===== src/rtl/pipeline_ctrl_pkg.sv =====
// ----------------------------------------------------------------------------
// pipeline_ctrl_pkg
//   Shared types and helpers for the 5-stage pipeline stall/flush sequencer.
//   - state_t    : sequencer FSM encoding (RUN / MEM_WAIT / ERR), also the
//                  value seen on state_o.
//   - CNT_W_DEF  : default performance counter width.
//   - MAX_CNT_W  : widest counter the saturating helper supports.
//   - sat_inc()  : saturating increment against a caller-supplied ceiling.
// ----------------------------------------------------------------------------
package pipeline_ctrl_pkg;

    typedef enum logic [1:0] {
        RUN      = 2'd0,
        MEM_WAIT = 2'd1,
        ERR      = 2'd2
    } state_t;

    localparam int CNT_W_DEF = 32;
    localparam int MAX_CNT_W = 64;

    // Counters narrower than MAX_CNT_W are zero-extended by the caller and
    // pass their own all-ones value as the ceiling.
    function automatic logic [MAX_CNT_W-1:0] sat_inc(
        input logic [MAX_CNT_W-1:0] v,
        input logic [MAX_CNT_W-1:0] max_v
    );
        return (v >= max_v) ? v : v + 64'd1;
    endfunction

endpackage


===== src/rtl/pipeline_ctrl_if.sv =====
// ----------------------------------------------------------------------------
// pipeline_ctrl_if
//   Bundle between the pipeline datapath and the stall/flush sequencer.
//   Hazard inputs (to the sequencer):
//     id_rs1/id_rs2, id_use_rs1/id_use_rs2 : decode source regs and usage
//     ex_rd, ex_mem_read                   : ID/EX destination, load flag
//     mem_branch_taken, mem_access         : EX/MEM branch and memory op
//     mem_ready                            : data memory done this cycle
//   Controls (from the sequencer):
//     pc_en, pc_sel, *_en, *_flush, mem_wb_bubble
//   Status: stall_cycles, flush_count, state_o, mem_timeout_err
//   Modports: slave = sequencer side, master = pipeline side.
// ----------------------------------------------------------------------------
interface pipeline_ctrl_if #(
    parameter int CNT_W = pipeline_ctrl_pkg::CNT_W_DEF
);
    logic [4:0]       id_rs1;
    logic [4:0]       id_rs2;
    logic             id_use_rs1;
    logic             id_use_rs2;
    logic [4:0]       ex_rd;
    logic             ex_mem_read;
    logic             mem_branch_taken;
    logic             mem_access;
    logic             mem_ready;

    logic             pc_en;
    logic             pc_sel;
    logic             if_id_en;
    logic             if_id_flush;
    logic             id_ex_en;
    logic             id_ex_flush;
    logic             ex_mem_en;
    logic             ex_mem_flush;
    logic             mem_wb_bubble;
    logic [CNT_W-1:0] stall_cycles;
    logic [CNT_W-1:0] flush_count;
    logic [1:0]       state_o;
    logic             mem_timeout_err;

    modport slave (
        input  id_rs1, id_rs2, id_use_rs1, id_use_rs2, ex_rd, ex_mem_read,
               mem_branch_taken, mem_access, mem_ready,
        output pc_en, pc_sel, if_id_en, if_id_flush, id_ex_en, id_ex_flush,
               ex_mem_en, ex_mem_flush, mem_wb_bubble,
               stall_cycles, flush_count, state_o, mem_timeout_err
    );

    modport master (
        output id_rs1, id_rs2, id_use_rs1, id_use_rs2, ex_rd, ex_mem_read,
               mem_branch_taken, mem_access, mem_ready,
        input  pc_en, pc_sel, if_id_en, if_id_flush, id_ex_en, id_ex_flush,
               ex_mem_en, ex_mem_flush, mem_wb_bubble,
               stall_cycles, flush_count, state_o, mem_timeout_err
    );

endinterface


===== src/rtl/pipeline_ctrl_load_use_detect.sv =====
// ----------------------------------------------------------------------------
// load_use_detect
//   Combinational load-use hazard comparator. Flags when the instruction in
//   decode reads the destination of a load currently in EX.
//   Inputs : id_rs1, id_rs2, id_use_rs1, id_use_rs2, ex_rd, ex_mem_read
//   Output : lu_stall
// ----------------------------------------------------------------------------
module load_use_detect (
    input  logic [4:0] id_rs1,
    input  logic [4:0] id_rs2,
    input  logic       id_use_rs1,
    input  logic       id_use_rs2,
    input  logic [4:0] ex_rd,
    input  logic       ex_mem_read,
    output logic       lu_stall
);

    logic hit_rs1;
    logic hit_rs2;
    logic rd_live;

    // x0 is hardwired zero, so a load targeting it never produces a value
    // anyone waits for.
    assign rd_live  = (ex_rd != 5'd0);
    assign hit_rs1  = id_use_rs1 && (id_rs1 == ex_rd);
    assign hit_rs2  = id_use_rs2 && (id_rs2 == ex_rd);
    assign lu_stall = ex_mem_read && rd_live && (hit_rs1 || hit_rs2);

endmodule


===== src/rtl/pipeline_ctrl.sv =====
// ----------------------------------------------------------------------------
// pipeline_ctrl
//   Central stall/flush sequencer for the 5-stage RISC-V pipeline.
//   Priority: reset > ERR > memory wait > branch redirect > load-use > run.
//   Ports:
//     clk, reset  : rising-edge clock, async active-high reset
//     bus (slave) : hazard inputs, register enables/flushes, PC controls,
//                   saturating stall/flush counters, FSM state, timeout flag
//   Parameters:
//     MEM_TIMEOUT : consecutive memory wait cycles that trap into ERR
//     CNT_W       : performance counter width (<= MAX_CNT_W)
//   Controls are combinational from state and inputs; state, wait count,
//   counters and the error flag are registered.
// ----------------------------------------------------------------------------
module pipeline_ctrl
    import pipeline_ctrl_pkg::*;
#(
    parameter int MEM_TIMEOUT = 64,
    parameter int CNT_W       = CNT_W_DEF
) (
    input  logic                 clk,
    input  logic                 reset,
    pipeline_ctrl_if.slave       bus
);

    localparam int WCNT_W = $clog2(MEM_TIMEOUT + 1);
    localparam logic [MAX_CNT_W-1:0] CNT_MAX =
        (CNT_W >= MAX_CNT_W) ? {MAX_CNT_W{1'b1}} : ((64'd1 << CNT_W) - 64'd1);

    // ------------------------------------------------------------------
    // Registered state
    // ------------------------------------------------------------------
    state_t             state_q, state_d;
    logic [WCNT_W-1:0]  wait_cnt_q, wait_cnt_d;
    logic [CNT_W-1:0]   stall_q, stall_d;
    logic [CNT_W-1:0]   flush_q, flush_d;
    logic               err_q, err_d;

    // ------------------------------------------------------------------
    // Hazard detection
    // ------------------------------------------------------------------
    logic lu_stall;
    logic mem_wait;
    logic freeze;

    load_use_detect u_lu (
        .id_rs1      (bus.id_rs1),
        .id_rs2      (bus.id_rs2),
        .id_use_rs1  (bus.id_use_rs1),
        .id_use_rs2  (bus.id_use_rs2),
        .ex_rd       (bus.ex_rd),
        .ex_mem_read (bus.ex_mem_read),
        .lu_stall    (lu_stall)
    );

    // A pending access only stalls while the FSM can still service it;
    // in ERR the freeze comes from the state alone.
    assign mem_wait = bus.mem_access && !bus.mem_ready && (state_q != ERR);
    assign freeze   = (state_q == ERR) || mem_wait;

    // ------------------------------------------------------------------
    // Priority mux for the pipeline controls
    // ------------------------------------------------------------------
    logic pc_en, pc_sel;
    logic if_id_en, if_id_flush;
    logic id_ex_en, id_ex_flush;
    logic ex_mem_en, ex_mem_flush;
    logic mem_wb_bubble;
    logic redirect;

    always_comb begin
        pc_en         = 1'b1;
        pc_sel        = 1'b0;
        if_id_en      = 1'b1;
        if_id_flush   = 1'b0;
        id_ex_en      = 1'b1;
        id_ex_flush   = 1'b0;
        ex_mem_en     = 1'b1;
        ex_mem_flush  = 1'b0;
        mem_wb_bubble = 1'b0;
        redirect      = 1'b0;

        if (reset) begin
            // Hold every register and keep WB from committing while the
            // reset is in progress.
            pc_en         = 1'b0;
            if_id_en      = 1'b0;
            id_ex_en      = 1'b0;
            ex_mem_en     = 1'b0;
            mem_wb_bubble = 1'b1;
        end else if (freeze) begin
            // EX/MEM is held, so a branch or load-use seen now will still be
            // present on the release cycle and gets handled then.
            pc_en         = 1'b0;
            if_id_en      = 1'b0;
            id_ex_en      = 1'b0;
            ex_mem_en     = 1'b0;
            mem_wb_bubble = 1'b1;
        end else if (bus.mem_branch_taken) begin
            // Squash IF, ID and EX; the target is loaded on this same edge.
            pc_sel        = 1'b1;
            if_id_flush   = 1'b1;
            id_ex_flush   = 1'b1;
            ex_mem_flush  = 1'b1;
            redirect      = 1'b1;
        end else if (lu_stall) begin
            // One bubble into EX; the bubble clears ex_mem_read next cycle.
            pc_en         = 1'b0;
            if_id_en      = 1'b0;
            id_ex_flush   = 1'b1;
        end
    end

    assign bus.pc_en         = pc_en;
    assign bus.pc_sel        = pc_sel;
    assign bus.if_id_en      = if_id_en;
    assign bus.if_id_flush   = if_id_flush;
    assign bus.id_ex_en      = id_ex_en;
    assign bus.id_ex_flush   = id_ex_flush;
    assign bus.ex_mem_en     = ex_mem_en;
    assign bus.ex_mem_flush  = ex_mem_flush;
    assign bus.mem_wb_bubble = mem_wb_bubble;

    // ------------------------------------------------------------------
    // FSM next state and wait counter
    // ------------------------------------------------------------------
    // wait_cnt holds the number of wait cycles already completed; ERR is
    // entered on the edge that closes the MEM_TIMEOUT-th one.
    always_comb begin
        state_d    = state_q;
        wait_cnt_d = wait_cnt_q;
        err_d      = err_q;

        unique case (state_q)
            RUN: begin
                if (mem_wait) begin
                    wait_cnt_d = WCNT_W'(1);
                    if (MEM_TIMEOUT <= 1) begin
                        state_d = ERR;
                        err_d   = 1'b1;
                    end else begin
                        state_d = MEM_WAIT;
                    end
                end
            end
            MEM_WAIT: begin
                if (bus.mem_ready) begin
                    state_d    = RUN;
                    wait_cnt_d = '0;
                end else begin
                    wait_cnt_d = wait_cnt_q + WCNT_W'(1);
                    if (int'(wait_cnt_q) + 1 >= MEM_TIMEOUT) begin
                        state_d = ERR;
                        err_d   = 1'b1;
                    end
                end
            end
            ERR: begin
                // Sticky until reset.
                state_d = ERR;
                err_d   = 1'b1;
            end
            default: begin
                state_d    = RUN;
                wait_cnt_d = '0;
            end
        endcase
    end

    // ------------------------------------------------------------------
    // Saturating performance counters
    // ------------------------------------------------------------------
    logic [MAX_CNT_W-1:0] stall_inc;
    logic [MAX_CNT_W-1:0] flush_inc;
    logic                 cnt_unused;

    assign stall_inc = sat_inc(MAX_CNT_W'(stall_q), CNT_MAX);
    assign flush_inc = sat_inc(MAX_CNT_W'(flush_q), CNT_MAX);
    // Upper bits above CNT_W are always zero; fold them into a sink.
    assign cnt_unused = ^{stall_inc, flush_inc};

    always_comb begin
        stall_d = stall_q;
        flush_d = flush_q;
        // ERR is a trap, not a stall: it is not charged to the counter.
        if (!pc_en && (state_q != ERR)) begin
            stall_d = stall_inc[CNT_W-1:0];
        end
        if (redirect) begin
            flush_d = flush_inc[CNT_W-1:0];
        end
    end

    // ------------------------------------------------------------------
    // Registers
    // ------------------------------------------------------------------
    always_ff @(posedge clk or posedge reset) begin
        if (reset) begin
            state_q    <= RUN;
            wait_cnt_q <= '0;
            stall_q    <= '0;
            flush_q    <= '0;
            err_q      <= 1'b0;
        end else begin
            state_q    <= state_d;
            wait_cnt_q <= wait_cnt_d;
            stall_q    <= stall_d;
            flush_q    <= flush_d;
            err_q      <= err_d;
        end
    end

    assign bus.stall_cycles    = stall_q;
    assign bus.flush_count     = flush_q;
    assign bus.state_o         = state_q;
    assign bus.mem_timeout_err = err_q;

endmodule

===== src/flat_wrapper.sv =====
// flat-port wrapper written by rule: the top's interface ports become plain ports
module pipeline_ctrl_flat import pipeline_ctrl_pkg::*;
#(
    parameter int MEM_TIMEOUT = 64,
    parameter int CNT_W       = CNT_W_DEF
)
  (clk, reset, bus_id_rs1, bus_id_rs2, bus_id_use_rs1, bus_id_use_rs2, bus_ex_rd, bus_ex_mem_read, bus_mem_branch_taken, bus_mem_access, bus_mem_ready, bus_pc_en, bus_pc_sel, bus_if_id_en, bus_if_id_flush, bus_id_ex_en, bus_id_ex_flush, bus_ex_mem_en, bus_ex_mem_flush, bus_mem_wb_bubble, bus_stall_cycles, bus_flush_count, bus_state_o, bus_mem_timeout_err);
  pipeline_ctrl_if #(.CNT_W(CNT_W)) bus_i ();
  input  logic clk;
  input  logic reset;
  input wire logic [$bits(bus_i.id_rs1)-1:0] bus_id_rs1;
  input wire logic [$bits(bus_i.id_rs2)-1:0] bus_id_rs2;
  input wire logic [$bits(bus_i.id_use_rs1)-1:0] bus_id_use_rs1;
  input wire logic [$bits(bus_i.id_use_rs2)-1:0] bus_id_use_rs2;
  input wire logic [$bits(bus_i.ex_rd)-1:0] bus_ex_rd;
  input wire logic [$bits(bus_i.ex_mem_read)-1:0] bus_ex_mem_read;
  input wire logic [$bits(bus_i.mem_branch_taken)-1:0] bus_mem_branch_taken;
  input wire logic [$bits(bus_i.mem_access)-1:0] bus_mem_access;
  input wire logic [$bits(bus_i.mem_ready)-1:0] bus_mem_ready;
  output wire logic [$bits(bus_i.pc_en)-1:0] bus_pc_en;
  output wire logic [$bits(bus_i.pc_sel)-1:0] bus_pc_sel;
  output wire logic [$bits(bus_i.if_id_en)-1:0] bus_if_id_en;
  output wire logic [$bits(bus_i.if_id_flush)-1:0] bus_if_id_flush;
  output wire logic [$bits(bus_i.id_ex_en)-1:0] bus_id_ex_en;
  output wire logic [$bits(bus_i.id_ex_flush)-1:0] bus_id_ex_flush;
  output wire logic [$bits(bus_i.ex_mem_en)-1:0] bus_ex_mem_en;
  output wire logic [$bits(bus_i.ex_mem_flush)-1:0] bus_ex_mem_flush;
  output wire logic [$bits(bus_i.mem_wb_bubble)-1:0] bus_mem_wb_bubble;
  output wire logic [$bits(bus_i.stall_cycles)-1:0] bus_stall_cycles;
  output wire logic [$bits(bus_i.flush_count)-1:0] bus_flush_count;
  output wire logic [$bits(bus_i.state_o)-1:0] bus_state_o;
  output wire logic [$bits(bus_i.mem_timeout_err)-1:0] bus_mem_timeout_err;
  assign bus_i.id_rs1 = bus_id_rs1;
  assign bus_i.id_rs2 = bus_id_rs2;
  assign bus_i.id_use_rs1 = bus_id_use_rs1;
  assign bus_i.id_use_rs2 = bus_id_use_rs2;
  assign bus_i.ex_rd = bus_ex_rd;
  assign bus_i.ex_mem_read = bus_ex_mem_read;
  assign bus_i.mem_branch_taken = bus_mem_branch_taken;
  assign bus_i.mem_access = bus_mem_access;
  assign bus_i.mem_ready = bus_mem_ready;
  assign bus_pc_en = bus_i.pc_en;
  assign bus_pc_sel = bus_i.pc_sel;
  assign bus_if_id_en = bus_i.if_id_en;
  assign bus_if_id_flush = bus_i.if_id_flush;
  assign bus_id_ex_en = bus_i.id_ex_en;
  assign bus_id_ex_flush = bus_i.id_ex_flush;
  assign bus_ex_mem_en = bus_i.ex_mem_en;
  assign bus_ex_mem_flush = bus_i.ex_mem_flush;
  assign bus_mem_wb_bubble = bus_i.mem_wb_bubble;
  assign bus_stall_cycles = bus_i.stall_cycles;
  assign bus_flush_count = bus_i.flush_count;
  assign bus_state_o = bus_i.state_o;
  assign bus_mem_timeout_err = bus_i.mem_timeout_err;
  pipeline_ctrl #(.MEM_TIMEOUT(MEM_TIMEOUT), .CNT_W(CNT_W)) u_core (.clk(clk), .reset(reset), .bus(bus_i));
endmodule

===== config.mk =====
export PLATFORM = sky130hd
export DESIGN_NAME = pipeline_ctrl_flat
export DESIGN_NICKNAME = d
export VERILOG_FILES = /design/src/rtl/pipeline_ctrl_pkg.sv /design/src/rtl/pipeline_ctrl_if.sv /design/src/rtl/pipeline_ctrl_load_use_detect.sv /design/src/rtl/pipeline_ctrl.sv /design/src/flat_wrapper.sv
export SDC_FILE = /design/constraint.sdc
export NUM_CORES = 1
export LEC_CHECK = 0
export BUFFER_PORTS_ARGS = -buffer_cell sky130_fd_sc_hd__buf_4
export CORE_MARGIN = 5
export CORE_UTILIZATION = 53
export CTS_CLUSTER_DIAMETER = 50
export DETAILED_ROUTE_END_ITERATION = 7
export PLACE_DENSITY = 0.8
export SLEW_MARGIN = 20
export SYNTH_ARGS = -nofsm -noshare
export SYNTH_HDL_FRONTEND = slang
export SYNTH_SLANG_ARGS = --single-unit

===== constraint.sdc =====
create_clock -name clk -period 2.6 [get_ports clk]
set_input_delay 0.26 -clock clk [delete_from_list [all_inputs] [get_ports clk]]
set_output_delay 0.26 -clock clk [all_outputs]
set_load 0.01 [all_outputs]

After elaboration in Yosys (flattened, before gate mapping) --
Cells that the tools add are included.
Operators by class: $add $sub $neg 4, $lt $le $gt $ge 3, eq/ne operators 9, multiplexer cells 25, bitwise logic cells 3, reductions and logical operators 19
Operators by type and width (number):
- $add 32x1->32 const B | 2
- $ge 32x32->1 const B | 2
- $ge 32x8->1 const B | 1
- $pmux 7 s3 | 1
- $mux 1 | 17
- $mux 7 | 2
- $eq 5x5->1 | 2
- $add 7x1->8 const B | 1
- $reduce_and 2->1 | 4
- $add 7x1->7 const B | 1
- $logic_and 1x1->1 | 7
- $mux 2 | 3
- $pmux 2 s3 | 1
- $reduce_bool 5->1 | 1
- $ne 2x1->1 const B | 2
- $ne 2x2->1 const B | 2
- $ne 3x2->1 const B | 1
- $not 1->1 | 3
- $reduce_and 3->1 | 1
- $eq 2x1->1 const B | 1
- $eq 2x2->1 const B | 1
- $logic_not 1->1 | 2
- $logic_not 2->1 | 1
- $logic_or 1x1->1 | 2
- other kinds (2) | 2
Word-level totals: bits in registers 74, input bits 23, output and inout port bits 76, word-level logic and storage cells 68

Longest topological paths before layout --
depth in word-level cells 11, gate-level depth with buffers 9, depth with buffers taken out 7

Modules after synthesis --
From an unflattened synthesis, not the netlist that was laid out.
Second synthesis, totals: cell total of the unflattened synthesis 373, area total of the unflattened synthesis 3901.2 um^2
By module, submodules not included:
- pipeline_ctrl | instances 1, cells each 356, area an instance 3767.4 um^2, sequential area each 1851.8 um^2
- load_use_detect | instances 1, cells each 17, area an instance 133.9 um^2, sequential area each 0.0 um^2

Worst setup path after synthesis --
Ideal clock, no wire load.
path kind flip-flop to flip-flop, start point register u_core.state_q[0], in the netlist u_core.bus.state_o[0], end point register u_core.flush_q[27], in the netlist u_core.bus.flush_count[27], library setup time 0.126 ns, arrival time 1.973 ns, required time 2.474 ns, slack 0.502 ns, stages on the path, launching flop included 8, buffers on the path 1, clock period less this slack 2.098 ns, cell sequence dfrtp_1 buf_4 nor2b_2 nor4_2 nand3_1 a211oi_4 nand4_1 xnor2_1
On the way: word-level cells in the longest chain between the ends 6, elaborated cells on any way between the ends 7, classes of those cells 2 x eq/ne; 2 x mux; 3 x reduce/logical
Ends and longest elaborated chain:
- from (decl) | RTL line pipeline_ctrl.sv:33 | state_t state_q, state_d;
- from (signal assigned) | RTL line pipeline_ctrl.sv:205 | state_q <= state_d;
- $ne 2x2->1 | RTL line pipeline_ctrl.sv:58 | assign mem_wait = bus.mem_access && !bus.mem_ready && (state_q != ERR);
- $logic_and 1x1->1 | RTL line pipeline_ctrl.sv:58
- $logic_or 1x1->1 * | RTL line pipeline_ctrl.sv:59 | assign freeze = (state_q == ERR) || mem_wait;
- $mux 1 * (2 in a row)
- via bus_ex_mem_flush | RTL line flat_wrapper.sv:27 | output wire logic [$bits(bus_i.ex_mem_flush)-1:0] bus_ex_mem_flush;
- $reduce_and 2->1 (no source line) *
- to (signal assigned) | RTL line pipeline_ctrl.sv:208 | flush_q <= flush_d;
- to (decl) | RTL line pipeline_ctrl.sv:36 | logic [CNT_W-1:0] flush_q, flush_d;
Mark *: on every way through the listed nets, which the timed path passes. The rest lies on a longest branch. A chain may end at the register's enable or synchronous reset.

Final worst setup path --
start point register u_core.stall_q[0], in the netlist u_core.bus.stall_cycles[0], end point register u_core.stall_q[7], in the netlist u_core.bus.stall_cycles[7]
On the way: word-level cells in the longest chain between the ends 3, elaborated cells on any way between the ends 4, classes of those cells 1 x add/sub; 1 x order compare; 1 x bitwise; 1 x reduce/logical
Ends and longest elaborated chain:
- from (decl) | RTL line pipeline_ctrl.sv:35 | logic [CNT_W-1:0] stall_q, stall_d;
- from (signal assigned) | RTL line pipeline_ctrl.sv:207 | stall_q <= stall_d;
- $ge 32x32->1 | RTL line pipeline_ctrl_pkg.sv:27 | return (v >= max_v) ? v : v + 64'd1;
- $not 1->1 (no source line)
- $reduce_and 2->1 (no source line)
Parallel ways exist; a longest one is shown, timed or not.

==> flow_summary.yaml <==
outcome:
  status: "completed"
route:
  wl_per_cell_um: 15.3
  drt_wl_total_um: 8690
  via_per_inst: 5.42
  vias: 3074
  first_iter_violations: 130
  antenna_left: 0
  dr.pass1.iters: 5
  drc: 0
die:
  core_mm2: 0.00687
  fp.dieW_um: 94.4
  core.rowCount: 30
  dieArea_mm2: 0.00891
  initial_core_util: 0.550
  dieHeight_um: 94.4
  num_io_pins: 99
run:
  max_cap_violations: 0
sta:
  worst_pin_slew_ns: 0.685
  skew_ns: 0.00636
  fmax_ghz: 0.444
  hold_slack_ns: 0.0512
  setup_viol: 0
  rsz0062_at_grt: "false"
  period_share: 0.867
  fin_crit_ns: 2.25
  hold_viol: 0
  setup_tns_ns: 0
  slew_violations: 0
  setup_ws_ns: 0.346
  slew_headroom: 0.542
worst_setup_path:
  cp_cell_sequence: "ha_1 -> and3_1 -> nand3_1 -> or2_2 -> nor2b_4 -> buf_4 -> nor3_1 -> xor2_1"
  cp.required_ns: 2.81
  crit_family: "simple AND/OR/NAND/NOR gates"
  critPathSlowestCell: "or2_2"
  endpoint_kind: "flop"
  cp_max_fo: 12
  worst_setup_path_start_kind: "flop"
  crit_type: "flop to flop"
  critPathMaxStageDelay_ns: 0.43
  arrival_ns: 2.46
  critPathBufInv: 1
clocking:
  cts-root-buf: "clkbuf_8"
  ctsHoldBuffers: 0
  cts_made_buffers: 9
  cts_max_level: 3
  clock_latency_ns: 0.34
  cts_setup_buffers: 0
  cts-resized-gates: 0
  cts_tree: "yes"
  cts_buffer_depth: 2
  clkSinkCount: 74
  clk_pin_slew_worst_paths_ns: 0.08
synth:
  syn_nets: 388
  synth_seq_cells: 74
  netlist_instances: 362
  synth_edf_count: 0
  syn_area_mm2: 0.00377
  synth_top_area_share: 0.491
  synth_cell_types: 44
  yosys-top-cells-area: "dfrtp_1 (49%), xnor2_1 (8.8%), xor2_1 (7.7%)"
  seq_area_frac_synth: 0.491
  async_flop_share: 1.00
  yosysTopAreaCell: "dfrtp_1"
  synth.avg_cell_area_um2: 10.4
  ys_warn_count: 0
  ys.flop_type: "dfrtp_1"
place:
  placed_cell_area_mm2: 0.00460
  gp_congestion: 0.851
  portBuffers: 98
  post-place-ws_ns: 0.358
  dp_hpwl_um: 6510
global_routing:
  grt_overflow: 0
  gr-usage-all-layers: 0.207
  grt_pass1_wl_um: 14500
  grt_start_max_net_pins: 35
  antenna_found_initial: 0
  grt_pass1_vias: 3064
final_layout:
  fin_util: 0.705
  drive_gt1_frac: 0.299
  syn_to_final_growth_pct: 28.2
  diodes: 0
  layout_common_cells: "buf_4 (106), dfrtp_1 (74), xnor2_1 (38)"
  final_common_cell: "buf_4"
  final_nets: 493
  final_area_mm2: 0.00484
  fillers: 511
worst_hold_path:
  min_path_type: "input pin to async pin"
pwr:
  peakVddDrop_uv: 469
  p_per_area_mw_per_mm2: 679
  leakagePower_uw: 0.00223
[final timing paths]
path / start / endpoint / slack [ns] / depth (start not counted)
worst max-delay path: u_core.bus.stall_cycles[0] / u_core.bus.stall_cycles[7] / 0.35 / 8
worst min-delay path: reset / u_core.bus.stall_cycles[0] / 0.05 / 2
worst max register to register: u_core.bus.stall_cycles[0] / u_core.bus.stall_cycles[7] / 0.35 / 8
worst min register to register: u_core.wait_cnt_q[4] / u_core.wait_cnt_q[4] / 0.48 / 1
max in group asynchronous: reset / u_core.bus.flush_count[7] / 1.74 / 3
min in group clk: bus_mem_access / u_core.bus.state_o[0] / 0.26 / 3
[report_power, final]
part | leakage, uW | internal, uW | total, uW | switching (uW)
logic | 0.00118 | 377 | 723 | 346
registers | 0.000928 | 1300 | 1490 | 193
clock network | 0.000118 | 657 | 1070 | 416
total | 0.00223 | 2330 | 3290 | 956
[final cells by class]
class,count,area (um2),share of cell area
clock buffer,10,138,0.0284
inverter,7,26.3,0.00543
clock inverter,5,103,0.0212
timing repair buffer,106,796,0.164
tap,96,120,0.0248
sequential,74,1850,0.383
multi-input combinational,269,1810,0.373
[Yosys cell counts (4+ instances only)]
cell type / number
and4_1: 4
dfrtp_1: 74
nand3_1: 28
buf_4: 7
nor2_1: 20
nand4_1: 15
and3_1: 15
nand2_1: 35
o21ai_0: 7
xnor2_1: 38
nor3_1: 19
xor2_1: 33
nor4_1: 13
inv_1: 7
[logic make-up (layout without fill, tap and decap cells)]
group	Yosys count	after routing	synth area share
AOI/OAI and AO/OA	23	23	0.0491
xor gates and xnor gates	71	71	0.165
adders and majority gates	3	3	0.00994
buffers and inverters	19	128	0.0308
DFF	74	74	0.491
muxes	5	5	0.0152
and+or+nand+nor	167	167	0.240
[per-stage QoR]
stage / std cells / total power, uW
after detailed placement: 552 / 2240
after global placement: 552 / 2200
after floorplan: 362 / 1860
after CTS: 567 / 3320
final: 567 / 3290
after global routing: 567 / 3460
[registers in the layout, summed over array words and instances (netlist names)]
signal / cells
u_core.bus.flush_count: 32
u_core.bus.mem_timeout_err: 1
u_core.bus.stall_cycles: 32
u_core.bus.state_o: 2
u_core.wait_cnt_q: 7
[worst register-to-register path, stage by stage, from the launching register on]
cell     delay, ns
dfrtp_1       0.41
ha_1          0.17
and3_1        0.17
nand3_1       0.17
or2_2         0.43
nor2b_4       0.29
buf_4         0.24
nor3_1        0.09
xor2_1        0.15
[metal layers]
layer | global-route usage | vias up | part of all wire | wire length, um
met3 | 0.0526 | 11 | 0.067 | 581
met2 | 0.334 | 112 | 0.49 | 4230
li1 | - | 1477 | - | -
met4 | 0.0674 | 0 | 0.0085 | 74
met1 | 0.274 | 1474 | 0.44 | 3800
met5 | 0 | - | 0 | 0
No activity file was read; power rests on OpenSTA's default activity.
